**config.mk**
```make
export PLATFORM = sky130hd
export DESIGN_NAME = mire_gen_flat
export DESIGN_NICKNAME = d
export VERILOG_FILES = /design/src/rtl/mire_pkg.sv /design/src/rtl/wshb_if.sv /design/src/rtl/mire_pattern.sv /design/src/rtl/mire_gen.sv /design/src/flat_wrapper.sv
export SDC_FILE = /design/constraint.sdc
export NUM_CORES = 1
export LEC_CHECK = 0
export CORE_MARGIN = 2
export CORE_UTILIZATION = 53
export DETAILED_ROUTE_END_ITERATION = 6
export GPL_ROUTABILITY_DRIVEN = 0
export PLACE_DENSITY = 0.8
export SYNTH_ARGS = -nofsm -noshare
export SYNTH_HDL_FRONTEND = slang
export SYNTH_SLANG_ARGS = --single-unit
```
**constraint.sdc**
```tcl
create_clock -name clk -period 7.1 [get_ports clk]
set_clock_uncertainty 0.1 [all_clocks]
set_input_delay 1.065 -clock clk [delete_from_list [all_inputs] [get_ports clk]]
set_output_delay 1.065 -clock clk [all_outputs]
set_load 0.005 [all_outputs]
```
**src/rtl/mire_pkg.sv**
```systemverilog
// Shared types and constants for the mire_gen test-pattern generator.
// Optional frame-offset animation is enabled with `MIRE_ANIM_EN.
package mire_pkg;

   typedef enum logic [1:0] {
      IDLE  = 2'd0,
      WRITE = 2'd1,
      GAP   = 2'd2
   } state_t;

   typedef enum logic [1:0] {
      M_GRID  = 2'd0,
      M_BARS  = 2'd1,
      M_GRAD  = 2'd2,
      M_SOLID = 2'd3
   } mode_t;

   localparam logic [23:0] BAR_COL [8] = '{
      24'hFFFFFF, 24'hFFFF00, 24'h00FFFF, 24'h00FF00,
      24'hFF00FF, 24'hFF0000, 24'h0000FF, 24'h000000
   };

   // Counter width that stays at least one bit for degenerate sizes.
   function automatic int cw(input int n);
      return (n > 1) ? $clog2(n) : 1;
   endfunction

endpackage

```
**src/rtl/wshb_if.sv**
```systemverilog
// Classic Wishbone bus bundle with clock and reset carried alongside.
// Master side drives the cycle, slave side returns ack.
interface wshb_if (
   input logic clk,
   input logic rst
);

   logic        cyc;
   logic        stb;
   logic        we;
   logic [3:0]  sel;
   logic [31:0] adr;
   logic [31:0] dat_ms;
   logic [2:0]  cti;
   logic [1:0]  bte;
   logic        ack;

   modport master (
      input  clk, rst, ack,
      output cyc, stb, we, sel, adr, dat_ms, cti, bte
   );

   modport slave (
      input  clk, rst, cyc, stb, we, sel, adr, dat_ms, cti, bte,
      output ack
   );

endinterface

```
**src/rtl/mire_pattern.sv**
```systemverilog
// Combinational pixel colour for one (pixel, line) position and pattern mode.
// The offset input animates the pattern when `MIRE_ANIM_EN is set upstream.
module mire_pattern
   import mire_pkg::*;
#(
   parameter int PW   = 10,
   parameter int LW   = 9,
   parameter int GRID = 16
) (
   input  logic [PW-1:0] pix_i,
   input  logic [LW-1:0] line_i,
   input  logic [2:0]    bar_i,
   input  logic [1:0]    mode_i,
   input  logic [15:0]   off_i,
   input  logic [23:0]   solid_i,
   output logic [23:0]   rgb_o
);

   // GRID is a power of two, so the modulo is a mask.
   localparam logic [15:0] GMASK = 16'(GRID - 1);

   logic       gx;
   logic       gy;
   logic [7:0] gv;
   logic [2:0] bi;

   always_comb begin
      gx    = ((16'(pix_i) + off_i) & GMASK) == 16'd0;
      gy    = ((16'(line_i) + off_i) & GMASK) == 16'd0;
      gv    = 8'(16'(pix_i) + off_i);
      bi    = bar_i + off_i[2:0];
      rgb_o = solid_i;
      unique case (mode_t'(mode_i))
         M_GRID:  rgb_o = (gx || gy) ? 24'hFFFFFF : 24'h000000;
         M_BARS:  rgb_o = BAR_COL[bi];
         M_GRAD:  rgb_o = {gv, gv, gv};
         M_SOLID: rgb_o = solid_i;
         default: rgb_o = solid_i;
      endcase
   end

endmodule

```
**src/rtl/mire_gen.sv**
```systemverilog
// Wishbone-master test-pattern generator writing whole frames to a framebuffer.
// Define `MIRE_ANIM_EN to shift the pattern by the frame count each frame.
module mire_gen
   import mire_pkg::*;
#(
   parameter int          HDISP    = 800,
   parameter int          VDISP    = 480,
   parameter int          GRID     = 16,
   parameter logic [31:0] BASE_ADR = 32'h0
) (
   wshb_if.master      wshb_ifm,
   input  logic        run,
   input  logic [1:0]  mode,
   input  logic [23:0] solid_col,
   output logic        busy,
   output logic        frame_done,
   output logic [15:0] frame_cnt
);

   localparam int PW  = cw(HDISP);
   localparam int LW  = cw(VDISP);
   localparam int BW  = HDISP / 8;
   localparam int BCW = cw(BW);

   localparam logic [PW-1:0]  PIX_LAST  = PW'(HDISP - 1);
   localparam logic [LW-1:0]  LINE_LAST = LW'(VDISP - 1);
   localparam logic [BCW-1:0] BCNT_LAST = BCW'(BW - 1);

   state_t         state_q, state_d;
   logic [PW-1:0]  pix_q, pix_d;
   logic [LW-1:0]  line_q, line_d;
   logic [2:0]     bar_q, bar_d;
   logic [BCW-1:0] bcnt_q, bcnt_d;
   logic [1:0]     mode_q, mode_d;
   logic [23:0]    solid_q, solid_d;
   logic [15:0]    cnt_q, cnt_d;
   logic           done_q, done_d;
   logic [31:0]    adr_q;
   logic [31:0]    dat_q;
   logic [31:0]    adr_nxt;
   logic [23:0]    rgb_nxt;
   logic [15:0]    off_d;
   logic           ld;
   logic           start;
   logic           last;

   always_comb begin
      state_d = state_q;
      pix_d   = pix_q;
      line_d  = line_q;
      bar_d   = bar_q;
      bcnt_d  = bcnt_q;
      mode_d  = mode_q;
      solid_d = solid_q;
      cnt_d   = cnt_q;
      done_d  = 1'b0;
      ld      = 1'b0;
      start   = 1'b0;
      last    = (pix_q == PIX_LAST) && (line_q == LINE_LAST);
      unique case (state_q)
         IDLE: begin
            if (run) start = 1'b1;
         end
         WRITE: begin
            if (wshb_ifm.ack) begin
               if (last) begin
                  state_d = GAP;
                  done_d  = 1'b1;
                  cnt_d   = cnt_q + 16'd1;
               end else begin
                  ld = 1'b1;
                  if (pix_q == PIX_LAST) begin
                     pix_d  = '0;
                     line_d = line_q + 1'b1;
                  end else begin
                     pix_d = pix_q + 1'b1;
                  end
                  // Bar index steps on bar boundaries; wraps 7->0 at line end.
                  if (bcnt_q == BCNT_LAST) begin
                     bcnt_d = '0;
                     bar_d  = bar_q + 3'd1;
                  end else begin
                     bcnt_d = bcnt_q + 1'b1;
                  end
               end
            end
         end
         GAP: begin
            if (run) start = 1'b1;
            else     state_d = IDLE;
         end
         default: state_d = IDLE;
      endcase
      if (start) begin
         state_d = WRITE;
         pix_d   = '0;
         line_d  = '0;
         bar_d   = '0;
         bcnt_d  = '0;
         mode_d  = mode;
         solid_d = solid_col;
         ld      = 1'b1;
      end
   end

`ifdef MIRE_ANIM_EN
   logic [15:0] off_q;

   always_ff @(posedge wshb_ifm.clk or posedge wshb_ifm.rst) begin
      if (wshb_ifm.rst) off_q <= '0;
      else if (start)   off_q <= cnt_q;
   end

   assign off_d = start ? cnt_q : off_q;
`else
   assign off_d = 16'd0;
`endif

   assign adr_nxt = BASE_ADR
      + ((32'(line_d) * 32'(HDISP) + 32'(pix_d)) << 2);

   // Pattern is evaluated for the next pixel so adr/dat register together.
   mire_pattern #(
      .PW   (PW),
      .LW   (LW),
      .GRID (GRID)
   ) u_pat (
      .pix_i   (pix_d),
      .line_i  (line_d),
      .bar_i   (bar_d),
      .mode_i  (mode_d),
      .off_i   (off_d),
      .solid_i (solid_d),
      .rgb_o   (rgb_nxt)
   );

   always_ff @(posedge wshb_ifm.clk or posedge wshb_ifm.rst) begin
      if (wshb_ifm.rst) begin
         state_q <= IDLE;
         pix_q   <= '0;
         line_q  <= '0;
         bar_q   <= '0;
         bcnt_q  <= '0;
         mode_q  <= '0;
         solid_q <= '0;
         cnt_q   <= '0;
         done_q  <= 1'b0;
         adr_q   <= '0;
         dat_q   <= '0;
      end else begin
         state_q <= state_d;
         pix_q   <= pix_d;
         line_q  <= line_d;
         bar_q   <= bar_d;
         bcnt_q  <= bcnt_d;
         mode_q  <= mode_d;
         solid_q <= solid_d;
         cnt_q   <= cnt_d;
         done_q  <= done_d;
         if (ld) begin
            adr_q <= adr_nxt;
            dat_q <= {8'h00, rgb_nxt};
         end
      end
   end

   assign wshb_ifm.cyc    = (state_q == WRITE);
   assign wshb_ifm.stb    = (state_q == WRITE);
   assign wshb_ifm.we     = 1'b1;
   assign wshb_ifm.sel    = 4'hF;
   assign wshb_ifm.cti    = 3'b000;
   assign wshb_ifm.bte    = 2'b00;
   assign wshb_ifm.adr    = adr_q;
   assign wshb_ifm.dat_ms = dat_q;

   assign busy       = (state_q != IDLE);
   assign frame_done = done_q;
   assign frame_cnt  = cnt_q;

endmodule

```
**src/flat_wrapper.sv**
```systemverilog
// flat-port wrapper written by rule: the top's interface ports become plain ports
module mire_gen_flat import mire_pkg::*;
#(
   parameter int          HDISP    = 800,
   parameter int          VDISP    = 480,
   parameter int          GRID     = 16,
   parameter logic [31:0] BASE_ADR = 32'h0
)
  (run, mode, solid_col, busy, frame_done, frame_cnt, clk, rst, wshb_ifm_ack, wshb_ifm_cyc, wshb_ifm_stb, wshb_ifm_we, wshb_ifm_sel, wshb_ifm_adr, wshb_ifm_dat_ms, wshb_ifm_cti, wshb_ifm_bte);
  wshb_if wshb_ifm_i (.clk(clk), .rst(rst));
  input  logic run;
  input  logic [1:0] mode;
  input  logic [23:0] solid_col;
  output logic busy;
  output logic frame_done;
  output logic [15:0] frame_cnt;
  input wire logic clk;
  input wire logic rst;
  input wire logic [$bits(wshb_ifm_i.ack)-1:0] wshb_ifm_ack;
  output wire logic [$bits(wshb_ifm_i.cyc)-1:0] wshb_ifm_cyc;
  output wire logic [$bits(wshb_ifm_i.stb)-1:0] wshb_ifm_stb;
  output wire logic [$bits(wshb_ifm_i.we)-1:0] wshb_ifm_we;
  output wire logic [$bits(wshb_ifm_i.sel)-1:0] wshb_ifm_sel;
  output wire logic [$bits(wshb_ifm_i.adr)-1:0] wshb_ifm_adr;
  output wire logic [$bits(wshb_ifm_i.dat_ms)-1:0] wshb_ifm_dat_ms;
  output wire logic [$bits(wshb_ifm_i.cti)-1:0] wshb_ifm_cti;
  output wire logic [$bits(wshb_ifm_i.bte)-1:0] wshb_ifm_bte;
  assign wshb_ifm_i.ack = wshb_ifm_ack;
  assign wshb_ifm_cyc = wshb_ifm_i.cyc;
  assign wshb_ifm_stb = wshb_ifm_i.stb;
  assign wshb_ifm_we = wshb_ifm_i.we;
  assign wshb_ifm_sel = wshb_ifm_i.sel;
  assign wshb_ifm_adr = wshb_ifm_i.adr;
  assign wshb_ifm_dat_ms = wshb_ifm_i.dat_ms;
  assign wshb_ifm_cti = wshb_ifm_i.cti;
  assign wshb_ifm_bte = wshb_ifm_i.bte;
  mire_gen #(.HDISP(HDISP), .VDISP(VDISP), .GRID(GRID), .BASE_ADR(BASE_ADR)) u_core (.wshb_ifm(wshb_ifm_i), .run(run), .mode(mode), .solid_col(solid_col), .busy(busy), .frame_done(frame_done), .frame_cnt(frame_cnt));
endmodule
```
# After elaboration in Yosys (flattened, before gate mapping)
# Memories as Yosys holds them, arrays and structs flattened.
# Index checks and enable logic that the tools add are counted.
[classes]
magnitude_cmp = 1
n_reduce_logical = 13
n_bitwise = 1
add_sub_neg = 6
mux = 40
n_mul = 1
n_eq_ne = 13
[op_table]
columns = ["cell", "count"]
rows = [
  ["2-to-1 mux 24 bit", 4],
  ["case mux 24 bit (4 select lines)", 1],
  ["2-to-1 mux 10 bit", 5],
  ["2-to-1 mux 9 bit", 5],
  ["2-to-1 mux 7 bit", 5],
  ["zero test 16 bit", 2],
  ["adder 19 x 10 -> 20 bit", 1],
  ["adder 16 x 1 -> 16 bit (second input constant)", 1],
  ["2-to-1 mux 3 bit", 5],
  ["multiplier 9 x 5 -> 14 bit (second input constant)", 1],
  ["adder 10 x 1 -> 10 bit (second input constant)", 1],
  ["== test 10 bit (second input constant)", 1],
  ["2-to-1 mux 2 bit", 5],
  ["adder 9 x 1 -> 9 bit (second input constant)", 1],
  ["== test 9 bit (second input constant)", 1],
  ["2-to-1 mux 1 bit", 9],
  ["adder 7 x 1 -> 7 bit (second input constant)", 1],
  ["== test 7 bit (second input constant)", 1],
  ["== test 2 bit (second input constant)", 3],
  ["inequality test 3 x 2 -> 1 bit (second input constant)", 2],
  ["case mux 2 bit (3 select lines)", 1],
  ["AND reduction 3 bit", 2],
  ["nonzero test 2 bit", 3],
  ["== test 2 x 1 -> 1 bit (second input constant)", 2],
  ["10 further kinds", 12],
]
[totals]
memories = 1
inputBits = 30
rom_bits = 192
elab_cells = 87
register_bits = 128
output_inout_bits = 94
[mem_list]
columns = ["name", "depth", "width", "read_ports", "rd_ports_with_merged_regs", "write_ports", "line", "text"]
rows = [
  ["(no name shown)", 8, 24, 1, 0, 0, "mire_pattern.sv:35", "M_BARS: rgb_o = BAR_COL[bi];"],
]

# Longest topological paths before layout
# Gate-level depths: netlist of run 1.
[depth]
ltp_word = 11
mapped_depth = 22
depth_no_buf = 21

# Hierarchy
# From an unflattened synthesis of run 1, not the netlist that was laid out.
[unflattened]
cells_unflattened = 820
hier_area_um2 = 7355.8
[modules_own_cells]
columns = ["mod", "cells_per_inst", "instances", "area_per_inst_um2", "seq_area_each_um2"]
rows = [
  ["mire_gen", 693, 1, 6434.9, 2952.8],
  ["mire_pattern", 127, 1, 920.9, 0.0],
]

# Worst setup path after synthesis of run 1
# Ideal clock, no wire load.
[synth_path]
kind = "in2reg"
startpoint = "input wshb_ifm_ack"
endpoint = "register u_core.adr_q[20], in the netlist u_core.wshb_ifm.adr[20]"
stages = 21
slack_ps = 1596
n_path_buf = 1
t_arrival_ps = 5261
t_required_ps = 6857
setup_ps = 143
cell_sequence = "nand3b_1 > nor4_2 > and2_1 > buf_2 > and4_1 > nand3_1 > xor2_1 > nor2_1 > ha_1 > ha_1 > inv_1 > fa_1 > inv_1 > ha_1 > nor2b_1 > a221o_1 > or3b_1 > nand4_1 > nand4b_1 > xor2_1 > a21oi_1"
[synth_via]
elab_chain_cells = 5
word_cells_on_any_way = 11
cone_classes = "1 x add/sub; 1 x mul; 9 x mux"
[synth_rtl]
columns = ["element", "line", "text"]
rows = [
  ["start, declared", "flat_wrapper.sv:19", "input wire logic [$bits(wshb_ifm_i.ack)-1:0] wshb_ifm_ack;"],
  ["2-to-1 mux 9 bit", "mire_gen.sv:65", "if (wshb_ifm.ack) begin"],
  ["2-to-1 mux 9 bit", "mire_gen.sv:60", "unique case (state_q)"],
  ["2-to-1 mux 9 bit", "mire_gen.sv:94", "if (start) begin"],
  ["named net u_core.line_d[5]", "mire_gen.sv:31", "logic [LW-1:0] line_q, line_d;"],
  ["multiplier 9 x 5 -> 14 bit", "mire_gen.sv:120", "+ ((32'(line_d) * 32'(HDISP) + 32'(pix_d)) << 2);"],
  ["adder 19 x 10 -> 20 bit", "mire_gen.sv:120", ""],
  ["end signal, assigned", "mire_gen.sv:161", "adr_q <= adr_nxt;"],
  ["end, declared", "mire_gen.sv:38", "logic [31:0] adr_q;"],
]
# The timed path passes the listed nets, and every way through them passes these cells.
# A chain may end at the register's enable or synchronous reset.

# Worst setup path in the final report of run 1
# Ends and elaborated chain as after synthesis.

==> qor.log, run 1 <==
qor: layout.fin_nets 897
qor: die.die_area 13900 sq um
qor: timing.setup_viol 0
qor: grt.grt_antenna_before_repair 0
qor: worst_setup_path.crit_path_start wshb_ifm_ack
qor: yosys.simple_gate_share_of_the_synthesized_area 0.204
qor: worst_setup_path.cp_cell_sequence clkdlybuf4s50_1 > nand3b_1 > nor4_2 > and2_1 > and4_1 > nand3_1 > xor2_1 > nor2_1 > ha_1 > ha_1 > inv_1 > fa_1 > inv_1 > ha_1 > a21oi_1 > o221ai_1 > a311oi_1 > nor2_1 > nand4b_1 > xor2_1 > a21oi_1
qor: timing.period_minus_slack 6270 ps
qor: clock_tree.cts.htree.levels 4
qor: grt.grt_max_degree 84
qor: grt.grt_first_pass_wirelength 27400 microns
qor: clock_tree.cts_resized 0
qor: timing.relSlewSlack 0.317
qor: worst_setup_path.cp_data_arrival_time 6440 ps
qor: run.drv.max_cap_violation_count 0
qor: clock_tree.cts_root_buf clkbuf_16
qor: yosys.synth.top_cells.by_area dfrtp_1, ha_1, nand2_1
qor: clock_tree.cts.path.max_buffers 2
qor: worst_setup_path.worst_r2r_endpoint u_core.wshb_ifm.adr[20]$_DFFE_PP0P_
qor: yosys.synth_top_cell_by_area dfrtp_1
qor: clock_tree.number_of_buffers_created_by_cts 17
qor: layout.num_antenna_cells 0
qor: routing.postRouteAntennaNets 0
qor: worst_setup_path.cpPeakStageDelay 540 ps
qor: timing.final_max_slew_viol_count 0
qor: yosys.synth_warnings 0
qor: clock_tree.clock_latency_late_sink 420 ps
qor: layout.finalInstanceArea 8430 sq um
qor: timing.layout_setup_ws 829 ps
qor: timing.tns 0 ps
qor: timing.rsz_0062_raised_after_global_routing no
qor: die.height_of_the_die 118 microns
qor: routing.vias_per_cell 5.59
qor: routing.average_wire_per_standard_cell 16.3 microns
qor: worst_setup_path.startpoint_type primary input
qor: run_status.run_status finished, final reports clean
qor: pwr.total_leakage_power 3.87 nW
qor: layout.areaGrowthSynthToFinish 22.3%
qor: timing.timing.fmax 159 MHz
qor: clock_tree.hold_buffers 0
qor: routing.drt_iter0_markers 502
qor: layout.fraction_of_final_layout_cells_sized_beyond_drive_strength_1 0.0927
qor: grt.grt_pass1_vias 5627
qor: place.placed_area 7850 sq um
qor: yosys.synth.area.mux_share 0.00617
qor: die.core-area 12700 sq um
qor: place.pre_cts_ws 504 ps
qor: yosys.syn-instance-count 731
qor: pwr.power_density_over_cell_area 282 nW/um^2
qor: routing.via_count 5602
qor: clock_tree.cts.clk_slew.worst_paths 60 ps
qor: yosys.syn-mean-instance-area 9.43 sq um
qor: clock_tree.tritoncts done
qor: die.floorplan.rows 41
qor: yosys.ys_ff_latch 118
qor: min_path.hold_path.class reg -> reg
qor: worst_setup_path.crit-reg2reg-launch u_core.pix_q[0]$_DFF_PP0_
qor: grt.globalRouteOverflowTotal 0
qor: place.number_of_port_buffers 93
qor: yosys.synth.cell_area 6890 sq um
qor: worst_setup_path.worst-r2r-setup-slack 1310 ps
qor: yosys.synth_top_family_by_area simple AND/OR/NAND/NOR gates
qor: clock_tree.numClockSinks 118
qor: pwr.ir_worst_vdd 0.000120 V
qor: worst_setup_path.capture_point_of_the_worst_path u_core.wshb_ifm.adr[20]$_DFFE_PP0P_
qor: die.floorplan.initialDensity 0.544
qor: yosys.async_flop_share 1.00
qor: die.design.portCount 124
qor: timing.worst-slew-pin-transition 1020 ps
qor: grt.grt_use_total 0.244
qor: pwr.post-layout-total-power 2.38 mW
qor: worst_setup_path.required_time_worst_endpoint 7270 ps
qor: yosys.yosys.area_share.adder 0.0944
qor: yosys.synth-compound-area-share 0.141
qor: clock_tree.postCtsSetupRepairBufs 0
qor: routing.drtPass1Iterations 5
qor: worst_setup_path.cpMaxStageDelayCell clkdlybuf4s50_1
qor: worst_setup_path.timing.critical_path.mode_cell ha_1
qor: yosys.edff_count_synth 0
qor: worst_setup_path.path_class in -> reg
qor: yosys.synthTopCellsByCount dfrtp_1, nand2_1, nor2_1
qor: worst_setup_path.setup.worst_path.end_class flop
qor: place.dp_cells 971
qor: yosys.yosys.area_share.xor_xnor 0.0572
qor: layout.nFillCells 1007
qor: timing.period_share 0.883
qor: worst_setup_path.r2r.worst_path.cells 21
qor: layout.layout.cells.non_filler 1003
qor: timing.report.final.hold_viol_count 0
qor: yosys.area_fraction_of_the_dominant_cell_type_after_synthesis 0.428
qor: routing.detail_route.drc_violations 0
qor: yosys.yosysUniqueCellTypes 68
qor: yosys.synth_sequential_area_ratio 0.428
qor: die.die_w 118 microns
qor: yosys.ys.flop_type dfrtp_1
qor: timing.timing.hold.ws 368 ps
qor: layout.final_util 0.665
qor: place.hpwlAfterDp 11700 microns
qor: routing.routed_wirelength 16300 microns
qor: worst_setup_path.cp_max_fo 6
-- area by class of cell --
type	count	area, sq um	share of cell area
clock buffer	17	425	0.0505
clock inverter	15	155	0.0184
inverter	28	108	0.0128
multi-input combinational	554	3600	0.427
sequential	118	2950	0.350
tap	172	215	0.0255
timing repair buffer	99	976	0.116
-- power breakdown --
part | switching [mW] | leakage, nW | total (mW) | internal [mW]
sequential | 0.107 | 1.50 | 0.932 | 0.825
clock | 0.317 | 0.268 | 0.833 | 0.516
combinational | 0.313 | 2.10 | 0.610 | 0.297
total | 0.738 | 3.87 | 2.38 | 1.64
-- worst min-delay path by stage --
stage / startpoint / slack [ps] / cells past startpoint / endpoint
after floorplan: u_core.solid_q[0]$_DFF_PP0_ / 340 / 2 / u_core.solid_q[0]$_DFF_PP0_
after global routing: u_core.solid_q[20]$_DFF_PP0_ / 400 / 2 / u_core.solid_q[20]$_DFF_PP0_
after CTS: u_core.wshb_ifm.adr[7]$_DFFE_PP0P_ / 370 / 2 / u_core.wshb_ifm.adr[7]$_DFFE_PP0P_
after global placement: u_core.solid_q[6]$_DFF_PP0_ / 350 / 2 / u_core.solid_q[6]$_DFF_PP0_
after detailed placement: u_core.wshb_ifm.adr[7]$_DFFE_PP0P_ / 360 / 2 / u_core.wshb_ifm.adr[7]$_DFFE_PP0P_
final: u_core.wshb_ifm.adr[7]$_DFFE_PP0P_ / 370 / 2 / u_core.wshb_ifm.adr[7]$_DFFE_PP0P_
-- cell usage in the layout (no fill, tap or decap), drive strengths merged, types with 9 or more instances in the layout --
master | Yosys | layout
clkbuf | 17 | 17
xnor2 | 25 | 25
dfrtp | 118 | 118
nand3 | 20 | 20
nand2 | 118 | 118
o21ai | 29 | 29
nor2b | 10 | 10
ha | 44 | 44
and3 | 9 | 9
xor2 | 20 | 20
conb | 2 | 30
clkdlybuf4s50 | 0 | 93
inv | 28 | 30
a21oi | 47 | 47
nor2 | 70 | 70
a31oi | 28 | 28
nand4 | 10 | 10
-- layer usage --
metal | GRT usage | part of all wire | vias up | wire (microns)
li1 | - | - | 2639 | -
met1 | 0.305 | 0.41 | 2715 | 6630
met2 | 0.414 | 0.51 | 225 | 8370
met3 | 0.0557 | 0.060 | 23 | 983
met4 | 0.0904 | 0.019 | 0 | 317
met5 | 0 | 0 | - | 0
-- critical path, delay by kind of cell --
kind            cells  cell delay [ps]
simple gates        8             1890
fa+ha+maj           4             1400
compound gates      4             1130
buf+inv             3              630
xor+xnor            2              310
-- cell families (layout without fill, tap and decap cells) --
kind of cell | after synthesis | count (layout)
simple gates | 288 | 288
compound gates | 138 | 138
flops | 118 | 118
buf+inv | 87 | 159
fa+ha+maj | 49 | 49
xor+xnor | 45 | 45
mux | 4 | 4
other cells | 2 | 30
-- state kept, by name, indices dropped and copies added, names as in the netlist --
| signal | flops |
|---|---|
| u_core.solid_q | 24 |
| u_core.line_q | 9 |
| u_core.bar_q | 3 |
| u_core.frame_cnt | 16 |
| u_core.state_q | 2 |
| u_core.mode_q | 2 |
| u_core.wshb_ifm.adr | 20 |
| u_core.frame_done | 1 |
| u_core.wshb_ifm.dat_ms | 24 |
| u_core.bcnt_q | 7 |
| u_core.pix_q | 10 |
Note: power is estimated with default switching activity, not from simulation.
==> run 2, diff against run 1 <==
--- a/config.mk
+++ b/config.mk
@@ -5,11 +5,11 @@
 export SDC_FILE = /design/constraint.sdc
 export NUM_CORES = 1
 export LEC_CHECK = 0
-export CORE_MARGIN = 2
+export CORE_MARGIN = 5
 export CORE_UTILIZATION = 53
 export DETAILED_ROUTE_END_ITERATION = 6
 export GPL_ROUTABILITY_DRIVEN = 0
-export PLACE_DENSITY = 0.8
+export PLACE_DENSITY = 0.77
 export SYNTH_ARGS = -nofsm -noshare
 export SYNTH_HDL_FRONTEND = slang
 export SYNTH_SLANG_ARGS = --single-unit
==> run 2 against run 1 <==
Net effect: combinational power about the same; via count hardly changed; largest power group unchanged; count of clock-buffer cells in the layout increased by 5; critical path type unchanged; die area rose by 10%; wire length grew 5.6%; global-route usage is 1.2 points lower; cell count fell by 0.20%; critical path depth is the same; clock power grew 5.4%; final area increased by 0.31%; utilization grew 0.21 points.
==> qor.log, run 2 (synthesis gave the netlist of run 1 again) <==
qor: run.drv.max_cap_violation_count 0
qor: routing.via_count 5599
qor: timing.report.final.hold_viol_count 0
qor: layout.fin_nets 897
qor: routing.detail_route.drc_violations 0
qor: worst_setup_path.critPathTopFamily simple AND/OR/NAND/NOR gates
qor: pwr.ir_worst_vdd 0.000149 V
qor: worst_setup_path.path_class in -> reg
qor: pwr.total_leakage_power 3.89 nW
qor: die.die_area 15400 sq um
qor: worst_setup_path.timing.critical_path.mode_cell ha_1
qor: die.height_of_the_die 124 microns
qor: worst_setup_path.cp_data_arrival_time 6460 ps
qor: routing.vias_per_cell 5.59
qor: clock_tree.cts_root_buf clkbuf_16
qor: timing.worst-slew-pin-transition 933 ps
qor: grt.grt_use_total 0.232
qor: clock_tree.clock_latency_late_sink 410 ps
qor: timing.period_share 0.887
qor: grt.grt_max_degree 78
qor: worst_setup_path.startpoint_type primary input
qor: routing.average_wire_per_standard_cell 17.2 microns
qor: die.floorplan.initialDensity 0.544
qor: grt.grt_antenna_before_repair 0
qor: layout.final_util 0.667
qor: place.number_of_port_buffers 93
qor: layout.final_cell_mix dfrtp_1, nand2_1, clkdlybuf4s50_1
qor: timing.layout_setup_ws 804 ps
qor: pwr.power_density_over_cell_area 286 nW/um^2
qor: timing.relSlewSlack 0.378
qor: clock_tree.hold_buffers 0
qor: timing.tns 0 ps
qor: clock_tree.postCtsSetupRepairBufs 0
qor: clock_tree.numClockSinks 118
qor: clock_tree.tritoncts done
qor: clock_tree.cts.htree.levels 4
qor: worst_setup_path.cp_cell_sequence clkdlybuf4s50_1 > nand3b_1 > nor4_2 > and2_1 > and4_1 > nand3_1 > xor2_1 > nor2_1 > ha_1 > ha_1 > inv_1 > fa_1 > inv_1 > ha_1 > a21oi_1 > o221ai_1 > a311oi_1 > nor2_1 > nand4b_1 > xor2_1 > a21oi_1
qor: worst_setup_path.crit_path_start wshb_ifm_ack
qor: worst_setup_path.worst-r2r-setup-slack 1310 ps
qor: layout.num_antenna_cells 0
qor: layout.layout.cells.most_common dfrtp_1
qor: clock_tree.number_of_buffers_created_by_cts 17
qor: run_status.run_status finished, final reports clean
qor: min_path.hold_path.class reg -> reg
qor: worst_setup_path.cpMaxStageDelayCell clkdlybuf4s50_1
qor: worst_setup_path.crit-reg2reg-launch u_core.pix_q[0]$_DFF_PP0_
qor: worst_setup_path.setup.worst_path.end_class flop
qor: die.floorplan.rows 41
qor: routing.drtPass1Iterations 5
qor: place.hpwlAfterDp 12300 microns
qor: die.die_w 124 microns
qor: layout.areaGrowthSynthToFinish 22.6%
qor: die.design.portCount 124
qor: clock_tree.cts.clk_slew.worst_paths 50 ps
qor: routing.routed_wirelength 17200 microns
qor: layout.nFillCells 979
qor: layout.fraction_of_final_layout_cells_sized_beyond_drive_strength_1 0.0893
qor: grt.grt_first_pass_wirelength 27900 microns
qor: routing.postRouteAntennaNets 0
qor: timing.rsz_0062_raised_after_global_routing no
qor: timing.timing.fmax 159 MHz
qor: grt.globalRouteOverflowTotal 0
qor: routing.drt_iter0_markers 433
qor: min_path.hp-start u_core.solid_q[16]$_DFF_PP0_
qor: die.core-area 12700 sq um
qor: place.pre_cts_ws 493 ps
qor: worst_setup_path.critical_path_buf_inv_count 3
qor: worst_setup_path.cpPeakStageDelay 560 ps
qor: grt.grt_pass1_vias 5643
qor: timing.setup_viol 0
qor: clock_tree.cts.path.max_buffers 2
qor: timing.final_max_slew_viol_count 0
qor: worst_setup_path.required_time_worst_endpoint 7260 ps
qor: worst_setup_path.cp_max_fo 6
qor: timing.period_minus_slack 6300 ps
qor: clock_tree.cts_resized 0
## run 2: changes by cell type in the layout (fill, tap and decap cells not counted)
cell / previous run / this run
clkbuf_1: 0 / 1
clkinv_2: 3 / 2
clkinvlp_4: 6 / 3
inv_6: 2 / 0
bufinv_16: 2 / 3
clkinv_4: 2 / 0
clkbuf_8: 0 / 4
## run 2: per-stage QoR
step	hold slack [ps]	power, mW	area, sq um	instances
final	374	2.42	8460	1001
after global routing	392	2.54	8460	1001
after CTS	371	2.43	8460	1001
after detailed placement	358	1.55	7850	971
after global placement	352	1.52	7850	971
after floorplan	341	1.28	7000	759
## run 2: metal layers
metal	track usage	vias up	routed length (microns)
met5	0	-	0
met4	0.0999	0	447
met3	0.0463	39	1090
met2	0.400	234	8760
met1	0.284	2701	6910
li1	-	2625	-
## run 2: path summary, 6_finish.rpt
kind	to	depth (start not counted)
min reg2reg	u_core.solid_q[16]$_DFF_PP0_	2
min	u_core.solid_q[16]$_DFF_PP0_	2
min in group asynchronous	u_core.frame_done$_DFF_PP0_	2
max	u_core.wshb_ifm.adr[20]$_DFFE_PP0P_	21
max in group asynchronous	u_core.wshb_ifm.dat_ms[1]$_DFFE_PP0P_	3
max reg2reg	u_core.wshb_ifm.adr[20]$_DFFE_PP0P_	21
## run 2: where the power goes
part	total (mW)	leakage, nW	switching (mW)	internal (mW)
Combinational	0.608	2.10	0.311	0.297
Sequential	0.932	1.50	0.106	0.825
Clock	0.878	0.290	0.295	0.583
Total	2.42	3.89	0.712	1.71
## run 2: final cells by class
class                      instances  area (sq um)  share of cell area
timing repair buffer              99           976               0.115
multi-input combinational        554          3600               0.425
sequential                       118          2950               0.349
clock inverter                     8           123              0.0145
tap                              172           215              0.0255
clock buffer                      22           484              0.0573
inverter                          28           108              0.0127
## run 2: worst register-to-register path, stage by stage (launching register included)
cell and delay (ps):
dfrtp_1 420, ha_1 300, nand4_4 210, nor4_2 390, and2_1 340, and4_1 310, nand3_1 110, xor2_1 150
nor2_1 230, ha_1 300, ha_1 270, inv_1 50, fa_1 500, inv_1 40, ha_1 350, a21oi_1 300
o221ai_1 190, a311oi_1 550, nor2_1 140, nand4b_1 150, xor2_1 150, a21oi_1 90
==> run 3, diff against run 2 <==
--- a/config.mk
+++ b/config.mk
@@ -6,10 +6,10 @@
 export NUM_CORES = 1
 export LEC_CHECK = 0
 export CORE_MARGIN = 5
-export CORE_UTILIZATION = 53
+export CORE_UTILIZATION = 44
 export DETAILED_ROUTE_END_ITERATION = 6
 export GPL_ROUTABILITY_DRIVEN = 0
-export PLACE_DENSITY = 0.77
+export PLACE_DENSITY = 0.66
 export SYNTH_ARGS = -nofsm -noshare
 export SYNTH_HDL_FRONTEND = slang
 export SYNTH_SLANG_ARGS = --single-unit
==> run 3 against run 2 <==
Net effect: maximum frequency rose by 3.9%; count of clock-buffer cells in the layout did not move; clock power rose by 0.5%; critical path depth did not move; setup slack improved by 240 ps; cell count rose by 4.1%; hold slack got worse by 2.6 ps; highest routed layer unchanged.
==> qor.log, run 3 (synthesis gave the netlist of run 1 again) <==
qor: run_status.run_status finished, final reports clean
qor: routing.detail_route.drc_violations 0
qor: worst_setup_path.setup.worst_path.end_class flop
qor: layout.num_antenna_cells 0
qor: worst_setup_path.required_time_worst_endpoint 7260 ps
qor: timing.period_share 0.854
qor: timing.relSlewSlack 0.378
qor: pwr.pwr-share-clk 0.365
qor: timing.report.final.hold_viol_count 0
qor: clock_tree.tritoncts done
qor: worst_setup_path.critPathTopFamily simple AND/OR/NAND/NOR gates
qor: grt.grt_antenna_before_repair 0
qor: timing.worst-slew-pin-transition 934 ps
qor: clock_tree.cts_resized 0
qor: place.placed_area 7910 sq um
qor: layout.layout.cells.most_common dfrtp_1
qor: place.number_of_port_buffers 93
qor: pwr.p_seq_frac 0.385
qor: pwr.ir_worst_vdd 0.000165 V
qor: clock_tree.cts.clk_slew.worst_paths 50 ps
qor: grt.grt_max_degree 72
qor: timing.period_minus_slack 6060 ps
qor: place.hpwlAfterDp 12000 microns
qor: routing.routed_wirelength 16600 microns
qor: layout.fraction_of_final_layout_cells_sized_beyond_drive_strength_1 0.0878
qor: clock_tree.clock_latency_late_sink 410 ps
qor: run.drv.max_cap_violation_count 0
qor: clock_tree.cts.path.max_buffers 2
qor: clock_tree.number_of_buffers_created_by_cts 17
qor: worst_setup_path.timing.critical_path.mode_cell ha_1
qor: routing.vias_per_cell 5.25
qor: clock_tree.hold_buffers 0
qor: timing.timing.fmax 165 MHz
qor: pwr.power.share.switching 0.291
qor: worst_setup_path.critical_path_buf_inv_count 3
qor: clock_tree.cts.htree.levels 4
qor: clock_tree.postCtsSetupRepairBufs 0
qor: layout.seqCellArea 2950 sq um
qor: grt.globalRouteOverflowTotal 0
qor: worst_setup_path.cp_max_fo 6
qor: clock_tree.cts_root_buf clkbuf_16
qor: worst_setup_path.cpMaxStageDelayCell clkdlybuf4s50_1
qor: worst_setup_path.cp_data_arrival_time 6220 ps
qor: worst_setup_path.path_class in -> reg
qor: timing.rsz_0062_raised_after_global_routing no
qor: routing.via_count 5466
qor: pwr.total_leakage_power 3.90 nW
qor: timing.final_max_slew_viol_count 0
qor: routing.postRouteAntennaNets 0
qor: timing.setup_viol 0
qor: pwr.share_comb_of_total_power 0.250
qor: die.floorplan.rows 45
qor: min_path.hold_path.class reg -> reg
qor: pwr.power_density_over_cell_area 284 nW/um^2
qor: worst_setup_path.startpoint_type primary input
qor: layout.nFillCells 1320
qor: routing.average_wire_per_standard_cell 15.9 microns
qor: worst_setup_path.cpPeakStageDelay 570 ps
qor: timing.tns 0 ps
qor: worst_setup_path.cp_cell_sequence clkdlybuf4s50_1 > nand3b_1 > nor4_2 > and2_1 > and4_1 > nand3_1 > xor2_1 > nor2_1 > ha_1 > ha_1 > inv_1 > fa_1 > inv_1 > ha_1 > nor2b_1 > a221o_1 > or3b_1 > nand4_1 > nand4b_1 > xor2_1 > a21oi_1
qor: pwr.internal_power 1.71 mW
qor: layout.areaGrowthSynthToFinish 23.4%
qor: layout.fin_nets 898
qor: die.height_of_the_die 135 microns
qor: pwr.p_sw 0.703 mW
qor: die.design.portCount 124
qor: clock_tree.numClockSinks 118
qor: die.core-area 15300 sq um
qor: routing.drtPass1Iterations 5
qor: die.die_area 18300 sq um
qor: layout.final_cell_mix dfrtp_1, nand2_1, clkdlybuf4s50_1
qor: layout.multiInputGateArea 3600 sq um
qor: die.floorplan.initialDensity 0.452
qor: grt.grt_use_total 0.186
qor: layout.finalInstanceArea 8510 sq um
qor: routing.drt_iter0_markers 352
qor: grt.grt_pass1_vias 5498
qor: die.die_w 135 microns
qor: grt.grt_first_pass_wirelength 27600 microns
## run 3: routing by layer
| layer | share of wire | track usage | routed length, microns |
|---|---|---|---|
| met1 | 0.43 | 0.240 | 7100 |
| met2 | 0.50 | 0.312 | 8300 |
| met3 | 0.055 | 0.0368 | 910 |
| met4 | 0.019 | 0.0644 | 308 |
| met5 | 0 | 0 | 0 |
## run 3: final cells by class
class,count,area share
multi-input combinational,554,0.423
sequential,118,0.347
timing repair buffer,100,0.116
clock buffer,22,0.0534
tap,211,0.0310
clock inverter,9,0.0178
inverter,28,0.0126
## run 3: power by group through the flow
stage | clock network (mW) | registers [mW] | logic (mW)
4_1_cts | 0.897 | 0.931 | 0.611
3_3_place_gp | 0 | 0.933 | 0.595
3_5_place_dp | 0 | 0.940 | 0.606
2_1_floorplan | 0 | 0.917 | 0.367
5_1_grt | 0.925 | 0.949 | 0.669
6_report | 0.882 | 0.931 | 0.605
## run 3: worst register-to-register path: stages (launching register included)
cell and delay [ps]:
dfrtp_1 400, ha_1 260, and4_1 220, nand4_1 350
and2_1 340, and4_1 300, nand3_1 110, xor2_1 150
nor2_1 220, ha_1 290, ha_1 270, inv_1 50
fa_1 490, inv_1 40, ha_1 350, nor2b_1 170
a221o_1 320, or3b_1 440, nand4_1 180, nand4b_1 150
xor2_1 170, a21oi_1 80
## run 3: metrics by stage
stage	utilization	power (mW)	hold slack, ps	cells	setup WS [ps]
after floorplan	-	1.28	341	759	1600
after global placement	0.518	1.53	353	1011	794
after detailed placement	0.518	1.55	355	1011	631
after CTS	0.558	2.44	373	1042	1020
after global routing	0.558	2.54	393	1042	582
final	0.558	2.42	371	1042	1040
## run 3: worst paths after layout
| check | startpoint | slack (ps) | cells past startpoint | end |
|---|---|---|---|---|
| setup / recovery | wshb_ifm_ack | 1040 | 21 | u_core.wshb_ifm.adr[20]$_DFFE_PP0P_ |
| hold / removal | u_core.solid_q[16]$_DFF_PP0_ | 370 | 2 | u_core.solid_q[16]$_DFF_PP0_ |
| setup reg to reg | u_core.line_q[0]$_DFF_PP0_ | 1500 | 21 | u_core.wshb_ifm.adr[20]$_DFFE_PP0P_ |
| hold reg to reg | u_core.solid_q[16]$_DFF_PP0_ | 370 | 2 | u_core.solid_q[16]$_DFF_PP0_ |
| max in group asynchronous | rst | 4600 | 3 | u_core.wshb_ifm.dat_ms[1]$_DFFE_PP0P_ |
| min in group asynchronous | rst | 980 | 2 | u_core.frame_cnt[14]$_DFFE_PP0P_ |
